## src/rtl/vram_arb_pkg.sv

```systemverilog
// Shared types and defaults for the VRAM arbiter.
package vram_arb_pkg;

    // Owner of a RAM slot; OWN_LDR is only used as the round-robin marker
    typedef enum logic [1:0] {
        OWN_NONE = 2'd0,
        OWN_VID  = 2'd1,
        OWN_CPU  = 2'd2,
        OWN_LDR  = 2'd3
    } owner_t;

    localparam int          AW_DEF       = 16;
    localparam int          DW_DEF       = 8;
    localparam logic [15:0] ROM_BASE_DEF = 16'h8000;
    localparam logic [15:0] ROM_TOP_DEF  = 16'h8FFF;
    localparam int          MAX_WAIT_DEF = 15;

endpackage

```

## src/rtl/vram_rr_pick.sv

```systemverilog
// 2-way round-robin picker. req[0]=CPU, req[1]=loader.
// last=1 means the loader won the previous shared slot, so the CPU wins a tie.
// The last-winner state is held by the parent.
module vram_rr_pick (
    input  logic [1:0] req,
    input  logic       last,
    input  logic       en,
    output logic [1:0] gnt
);

    assign gnt[0] = en & req[0] & (~req[1] |  last);
    assign gnt[1] = en & req[1] & (~req[0] | ~last);

endmodule

```

## src/rtl/vram_arbiter.sv

```systemverilog
// Single-port owner of the shared video/system RAM (1-cycle read BRAM).
// Video has absolute priority; CPU and loader share the leftover slots.
// Optional macro VRAM_STARVE_GUARD_EN: a CPU kept waiting MAX_WAIT cycles
// steals one slot from the video (flagged on vid_miss).
module vram_arbiter
    import vram_arb_pkg::*;
#(
    parameter int            AW       = AW_DEF,
    parameter int            DW       = DW_DEF,
    parameter logic [AW-1:0] ROM_BASE = AW'(ROM_BASE_DEF),
    parameter logic [AW-1:0] ROM_TOP  = AW'(ROM_TOP_DEF),
    parameter int            MAX_WAIT = MAX_WAIT_DEF
) (
    input  logic          clk,
    input  logic          reset,
    input  logic          vid_req,
    input  logic [AW-1:0] vid_addr,
    output logic [DW-1:0] vid_data,
    output logic          vid_valid,
    output logic          vid_miss,
    input  logic          cpu_req,
    input  logic          cpu_we,
    input  logic [AW-1:0] cpu_addr,
    input  logic [DW-1:0] cpu_wdata,
    output logic          cpu_ack,
    output logic [DW-1:0] cpu_rdata,
    output logic          cpu_rvalid,
    input  logic          ldr_req,
    input  logic [AW-1:0] ldr_addr,
    input  logic [DW-1:0] ldr_wdata,
    output logic          ldr_ack,
    output logic [AW-1:0] mem_addr,
    output logic          mem_we,
    output logic [DW-1:0] mem_wdata,
    input  logic [DW-1:0] mem_rdata
);

    logic          w_guard;
    logic          w_vid_gnt;
    logic          w_cpu_gnt;
    logic          w_ldr_gnt;
    logic          w_rr_en;
    logic [1:0]    w_rr_gnt;
    logic          w_cpu_rom;
    logic [AW-1:0] r_mem_addr;
    owner_t        r_owner_q;
    owner_t        r_rr_last;

`ifdef VRAM_STARVE_GUARD_EN
    localparam int WCW = (MAX_WAIT > 15) ? $clog2(MAX_WAIT + 1) : 4;
    logic [WCW-1:0] r_wait_cnt;

    // Count consecutive cycles the CPU is left waiting; saturate at threshold
    always_ff @(posedge clk or posedge reset) begin
        if (reset)
            r_wait_cnt <= '0;
        else if (cpu_req && !cpu_ack) begin
            if (r_wait_cnt != WCW'(MAX_WAIT))
                r_wait_cnt <= r_wait_cnt + 1'b1;
        end else
            r_wait_cnt <= '0;
    end

    assign w_guard = !reset && cpu_req && (r_wait_cnt == WCW'(MAX_WAIT));
`else
    assign w_guard = 1'b0;
`endif

    // Grants are suppressed while reset is high so every output sits at its reset value
    assign w_vid_gnt = !reset && vid_req && !w_guard;
    assign w_rr_en   = !reset && !vid_req && !w_guard;

    vram_rr_pick u_rr (
        .req  ({ldr_req, cpu_req}),
        .last (r_rr_last == OWN_LDR),
        .en   (w_rr_en),
        .gnt  (w_rr_gnt)
    );

    assign w_cpu_gnt = w_guard | w_rr_gnt[0];
    assign w_ldr_gnt = w_rr_gnt[1];
    assign w_cpu_rom = (cpu_addr >= ROM_BASE) && (cpu_addr <= ROM_TOP);

    assign cpu_ack  = w_cpu_gnt;
    assign ldr_ack  = w_ldr_gnt;
    assign vid_miss = w_guard & vid_req;

    // Steer the RAM port to the granted requester; idle slots hold the last address
    always_comb begin
        mem_addr  = r_mem_addr;
        mem_we    = 1'b0;
        mem_wdata = '0;
        if (w_vid_gnt) begin
            mem_addr = vid_addr;
        end else if (w_cpu_gnt) begin
            mem_addr  = cpu_addr;
            mem_we    = cpu_we && !w_cpu_rom;
            mem_wdata = cpu_wdata;
        end else if (w_ldr_gnt) begin
            mem_addr  = ldr_addr;
            mem_we    = 1'b1;
            mem_wdata = ldr_wdata;
        end
    end

    // Address hold, read-return owner and round-robin history
    always_ff @(posedge clk or posedge reset) begin
        if (reset) begin
            r_mem_addr <= '0;
            r_owner_q  <= OWN_NONE;
            r_rr_last  <= OWN_LDR;
        end else begin
            r_mem_addr <= mem_addr;
            if (w_vid_gnt)
                r_owner_q <= OWN_VID;
            else if (w_cpu_gnt && !cpu_we)
                r_owner_q <= OWN_CPU;
            else
                r_owner_q <= OWN_NONE;
            if (w_cpu_gnt)
                r_rr_last <= OWN_CPU;
            else if (w_ldr_gnt)
                r_rr_last <= OWN_LDR;
        end
    end

    assign vid_valid  = (r_owner_q == OWN_VID);
    assign cpu_rvalid = (r_owner_q == OWN_CPU);
    assign vid_data   = mem_rdata;
    assign cpu_rdata  = mem_rdata;

endmodule

```

## config.mk

```make
export PLATFORM = sky130hd
export DESIGN_NAME = vram_arbiter
export DESIGN_NICKNAME = d
export VERILOG_FILES = /design/src/rtl/vram_arb_pkg.sv /design/src/rtl/vram_rr_pick.sv /design/src/rtl/vram_arbiter.sv
export SDC_FILE = /design/constraint.sdc
export NUM_CORES = 1
export LEC_CHECK = 0
export CORE_UTILIZATION = 31
export CTS_CLUSTER_SIZE = 12
export DETAILED_ROUTE_END_ITERATION = 8
export PLACE_DENSITY = 0.86
export SLEW_MARGIN = 20
export SYNTH_ARGS = -nofsm -noshare
export SYNTH_HDL_FRONTEND = slang
export SYNTH_HIERARCHICAL = 1
export SYNTH_SLANG_ARGS = --single-unit
```

## constraint.sdc

```tcl
create_clock -name clk -period 1.92 [get_ports clk]
set_input_delay 0.192 -clock clk [delete_from_list [all_inputs] [get_ports clk]]
set_output_delay 0.192 -clock clk [all_outputs]
set_load 0.01 [all_outputs]
```

**Word-level counts from Yosys, hierarchy flattened**

Index checks and enable logic that the tools add are counted.

- $lt $le $gt $ge: 2
- Equality and inequality tests: 3
- Multiplexer cells: 13
- Bitwise operators: 9
- Reduce and logical (&&, ||, !) cells: 10

Operators by type and width:

| kind | count |
|---|---|
| $mux W16 | 3 |
| $mux W8 | 3 |
| $ge A16 B16 Y1 const B | 1 |
| $le A16 B16 Y1 const B | 1 |
| $mux W2 | 4 |
| $logic_and A1 B1 Y1 | 5 |
| $and A1 B1 Y1 | 4 |
| $eq A2 B2 Y1 const B | 2 |
| $logic_not A1 Y1 | 4 |
| $mux W1 | 3 |
| $not A1 Y1 | 3 |
| $eq A2 B1 Y1 const B | 1 |
| $or A1 B1 Y1 | 2 |
| $reduce_bool A2 Y1 | 1 |

- Flip-flop bits (word level): 20
- Input port bits: 78
- Output and inout port bits: 46
- Word-level logic and storage cells: 40

**Longest topological paths before layout**

Gate-level depths: netlist (run 1).

- Depth in word-level cells: 7
- Gate-level depth with buffers: 9
- Mapped depth without buffers: 6

**Hierarchy**

Netlist (run 1), hierarchy kept.

Modules (own cells, without submodules):

| module | instances | cells an instance | area an instance (µm²) | sequential area each (µm²) |
|---|---|---|---|---|
| vram_arbiter | 1 | 140 | 1,362.6 | 476.7 |
| vram_rr_pick | 1 | 5 | 21.3 | 0.0 |

**Worst setup path before layout (run 1)**

Ideal clock, no wire load.

- Kind: register -> output
- Start point: reg r_rr_last[0]
- End point: out mem_addr[6]
- Arrival: 1,662 ps
- Data required time: 1,728 ps
- Path slack: 66 ps
- Stages on the path, launching flop included: 7
- Buffers on the path: 2
- Cells stage by stage: dfstp_2 > inv_1 > a21oi_1 > buf_4 > buf_4 > mux2i_1 > o21ai_0

- Elaborated cells on any way between the ends: 9
- Those cells by class: eq/ne (1); mux (3); bitwise (5)

RTL lines:

| item | RTL line | RTL |
|---|---|---|
| start, declared | vram_arbiter.sv:47 | `owner_t r_rr_last;` |
| start signal, assigned | vram_arbiter.sv:111 | `r_rr_last <= OWN_LDR;` |
| start signal, assigned | vram_arbiter.sv:121 | `r_rr_last <= OWN_CPU;` |
| start signal, assigned | vram_arbiter.sv:123 | `r_rr_last <= OWN_LDR;` |
| $eq A2 B2 Y1 | vram_arbiter.sv:75 | `.last (r_rr_last == OWN_LDR),` |
| $or A1 B1 Y1 | vram_rr_pick.sv:11 | `assign gnt[0] = en & req[0] & (~req[1] \| last);` |
| $and A1 B1 Y1 | vram_rr_pick.sv:11 |  |
| net cpu_ack | vram_arbiter.sv:25 | `output logic cpu_ack,` |
| $mux W16 | vram_arbiter.sv:95 | `end else if (w_cpu_gnt) begin` |
| $mux W16 | vram_arbiter.sv:93 | `if (w_vid_gnt) begin` |
| end, declared | vram_arbiter.sv:32 | `output logic [AW-1:0] mem_addr,` |

The timed path passes the listed nets, and every way through them passes these cells.

**Worst setup path after layout (run 1)**

- Start point: reg r_rr_last[0]
- End point: out mem_addr[9]

- Cells in the longest elaborated chain, start to end: 7
- Elaborated cells on any way between the ends: 9
- Those cells by class: eq/ne (1); mux (3); bitwise (5)

RTL lines:

| item | RTL line | RTL |
|---|---|---|
| $eq A2 B2 Y1 * | vram_arbiter.sv:75 |  |
| $not A1 Y1 | vram_rr_pick.sv:12 | `assign gnt[1] = en & req[1] & (~req[0] \| ~last);` |
| $or A1 B1 Y1 | vram_rr_pick.sv:12 |  |
| $and A1 B1 Y1 | vram_rr_pick.sv:12 |  |
| $mux W16 | vram_arbiter.sv:99 | `end else if (w_ldr_gnt) begin` |
| $mux W16 * | vram_arbiter.sv:95 |  |
| $mux W16 * | vram_arbiter.sv:93 |  |

Every way passes the cells marked *; elsewhere a longest branch is shown, timed or not.

==> results of run 1 <==
[timing repair]
action,CTS,global route
gates cloned,5,0
resized for setup,128,32
pin swaps,7,13
endpoints found under the setup margin,27,27
buffers inserted,23,4
[area by class of cell]
type                       count  area (um2)
fill                         352        1370
clock inverter                 1        5.00
tap                           50        62.6
inverter                       2        7.51
clock buffer                   3        41.3
timing repair buffer         142        1340
multi-input combinational     97         837
sequential                    19         477
[synthesized netlist by cell type (all sizes together)]
cell / instances
dfstp: 1
nor2: 12
buf: 26
mux2i: 16
a31oi: 1
and2b: 1
or4b: 1
o21ai: 16
nor2b: 3
dfrtp: 18
mux2: 16
a22oi: 8
nor3b: 1
clkbuf: 2
inv: 2
conb: 1
a21oi: 2
nand2: 18
[critical path: stages, from the launching register on]
cell     delay (ns)
dfstp_2        0.58
a21oi_4        0.09
buf_6          0.15
buf_16         0.13
mux2_4         0.29
mux2i_2        0.16
o21ai_1        0.10
buf_2          0.15
[report_power, final]
part	internal, mW	switching [mW]
Sequential	0.466	0.0233
Clock	0.144	0.145
Combinational	0.439	0.267
Total	1.05	0.436
[registers in the layout, summed over array words and instances, names as in the netlist]
| name | flops |
|---|---|
| r_mem_addr | 16 |
| r_owner_q | 2 |
| r_rr_last | 1 |
[per-stage QoR]
stage	hold WS (ns)	cell area [um2]	utilization	total power, mW
after floorplan	0.142	1380	-	0.780
after global placement	0.384	2410	0.581	1.10
after detailed placement	0.384	2410	0.581	1.11
after CTS	0.153	2700	0.652	1.44
after global routing	0.151	2770	0.669	1.57
final	0.130	2770	0.669	1.49
[layer usage]
metal | vias to the layer above | global-route usage | part of all wire
li1 | 721 | - | -
met1 | 693 | 0.211 | 0.35
met2 | 68 | 0.408 | 0.56
met3 | 12 | 0.0345 | 0.073
met4 | 0 | 0.105 | 0.022
met5 | - | 0 | 0
[worst max path at each step]
| stage | endpoint | cells after the start | slack (ns) |
|---|---|---|---|
| 2_1_floorplan | mem_addr[6] | 6 | 0.07 |
| 3_3_place_gp | mem_addr[2] | 9 | -0.54 |
| 3_5_place_dp | mem_addr[1] | 9 | -0.63 |
| 4_1_cts | mem_addr[6] | 8 | -0.20 |
| 5_1_grt | mem_addr[7] | 7 | -0.26 |
| 6_report | mem_addr[9] | 7 | -0.18 |
[logic make-up (layout without fill, tap and decap cells)]
kind of cell,after synthesis,in the layout,share of synthesized area
other,1,1,0.00271
buffers and inverters,30,148,0.159
DFF,19,19,0.344
and+or+nand+nor,36,37,0.113
AOI/OAI and AO/OA,27,27,0.113
muxes,32,32,0.268
[placed cells by master (no fill, tap or decap), types with 2 or more instances in the layout]
master            n
clkbuf_8          3
a22oi_2           8
buf_4            25
dfrtp_1          18
a21oi_4           2
clkbuf_2          4
clkdlybuf4s15_1   2
nand2_1          16
o21ai_1          14
buf_2            22
o21ai_2           2
mux2i_1          12
dlygate4sd2_1     3
buf_12            5
and2b_2           2
clkdlybuf4s50_1  67
mux2i_4           2
nor2b_1           2
mux2_2            6
mux2_4           10
mux2i_2           2
buf_6            11
buf_16            3
nor2_1           11
nand2_2           2
==> key figures, run 1 <==
Run status
  – Run status: finished, violations left
  – Failing checks: negative setup slack

CTS
  – Clock tree buffer depth: 2
  – Worst-path clk slew: 0.08 ns
  – Cts bufs inserted: 3
  – CTS tree: done
  – Worst skew pair latency: 0.26 ns
  – Clock Sinks: 19
  – CTS Hold Bufs: 0
  – H-tree levels: 1
  – CTS root buf: clkbuf_8

Timing
  – Setup_tns: -2.88 ns
  – Crit share post-route: 1.09
  – Setup Skew: roughly 0.00095 ns
  – Unrepaired setup endpoints after global routing: yes
  – Max-slew violations: 0
  – Final hold vios: 0
  – Setup slack after layout: -0.180 ns
  – Clock period minus worst slack: around 2.1 ns
  – Final setup viols: 26
  – Fmax: 476 MHz

Logic synthesis
  – Synth warnings: 6
  – Share of the synthesized area in the top cell type: 0.325
  – Synth Cell Area: ~0.0014 mm2
  – Largest area contributor in the netlist: dfrtp_1
  – Netlist cell types: 23
  – Sequential area share after synthesis: 0.344
  – Synth area leaders: dfrtp_1 33%, mux2i_1 12%, buf_4 10%
  – Post-synthesis cell count: around 150
  – Syn nets: about 220
  – Mean Syn Cell Area: 9.54 um2
  – Number of synthesized register bits: 19

Die
  – Initial core utilization: 0.334
  – Core ar.: between 0.004 and 0.005 mm2
  – Row cnt: 23
  – I/O pin total: 124
  – Die ar.: between 0.004 and 0.005 mm2
  – Die X: 68.8 um
  – Die height: 68.8 um

Worst setup path
  – R2r endpoint: r_mem_addr[2]
  – Crit path from: r_rr_last[0]
  – Reg-to-reg startpoint: r_rr_last[0]
  – Setup crit start kind: flip-flop
  – Worst setup EP type: output pin
  – Max FO, Critical Path: 4
  – CP Class: flip-flop to output pin
  – Critical Path AT: 1.91 ns
  – Worst reg2reg path depth: 10
  – Reg-to-reg slack, setup: -0.14 ns
  – Worst EP required: ~1.7 ns

Detailed routing
  – Vias: approximately 1500
  – WL/cell: between 15 and 20 um
  – Final wirelength: roughly 4800 um
  – Via/cell ratio: around 4.8
  – DRC: 0
  – DR iter-0 viols: 20
  – DR pass1 iterations: 4
  – Detail Route Antenna Nets: 0

Power
  – Leakage: 1.22 nW
  – Worst VDD drop: 0.391 mV
  – PwrDens: between 500 and 600 mW/mm2

GRT
  – Total GRT Usage: 0.209
  – Number of global-route vias before repair: roughly 1600
  – Antenna violations before repair: 0
  – First-pass GRT wire length: 7240 um
  – Largest net degree at the start of global routing: 29
  – Total congestion overflow: 0

Placement
  – Placement Setup Slack: -0.631 ns
  – Placed cell count: approximately 280
  – Post-detail-place hpwl: around 3100 um
  – IO buf count: 98
  – Routability cong.: between 0.7 and 0.8

Finish
  – Area Growth Syn to Fin: 100%
  – N_diodes: 0
  – Layout Cells excl Fill: between 300 and 400
  – Nets: between 300 and 400
  – Fraction of layout cells with a size suffix above 1: 0.436

Hold path
  – Min-delay worst type: primary input to asynchronous set/reset pin

Job
  – Max-cap violations: 0
Note: power is estimated with default switching activity, not from simulation.
==> run 2, diff against run 1 <==
--- a/config.mk
+++ b/config.mk
@@ -9,7 +9,6 @@
 export CTS_CLUSTER_SIZE = 12
 export DETAILED_ROUTE_END_ITERATION = 8
 export PLACE_DENSITY = 0.86
-export SLEW_MARGIN = 20
 export SYNTH_ARGS = -nofsm -noshare
 export SYNTH_HDL_FRONTEND = slang
 export SYNTH_HIERARCHICAL = 1
==> results of run 2 <==
No change in the layout: final DEF, timing and power equal those of run 1.
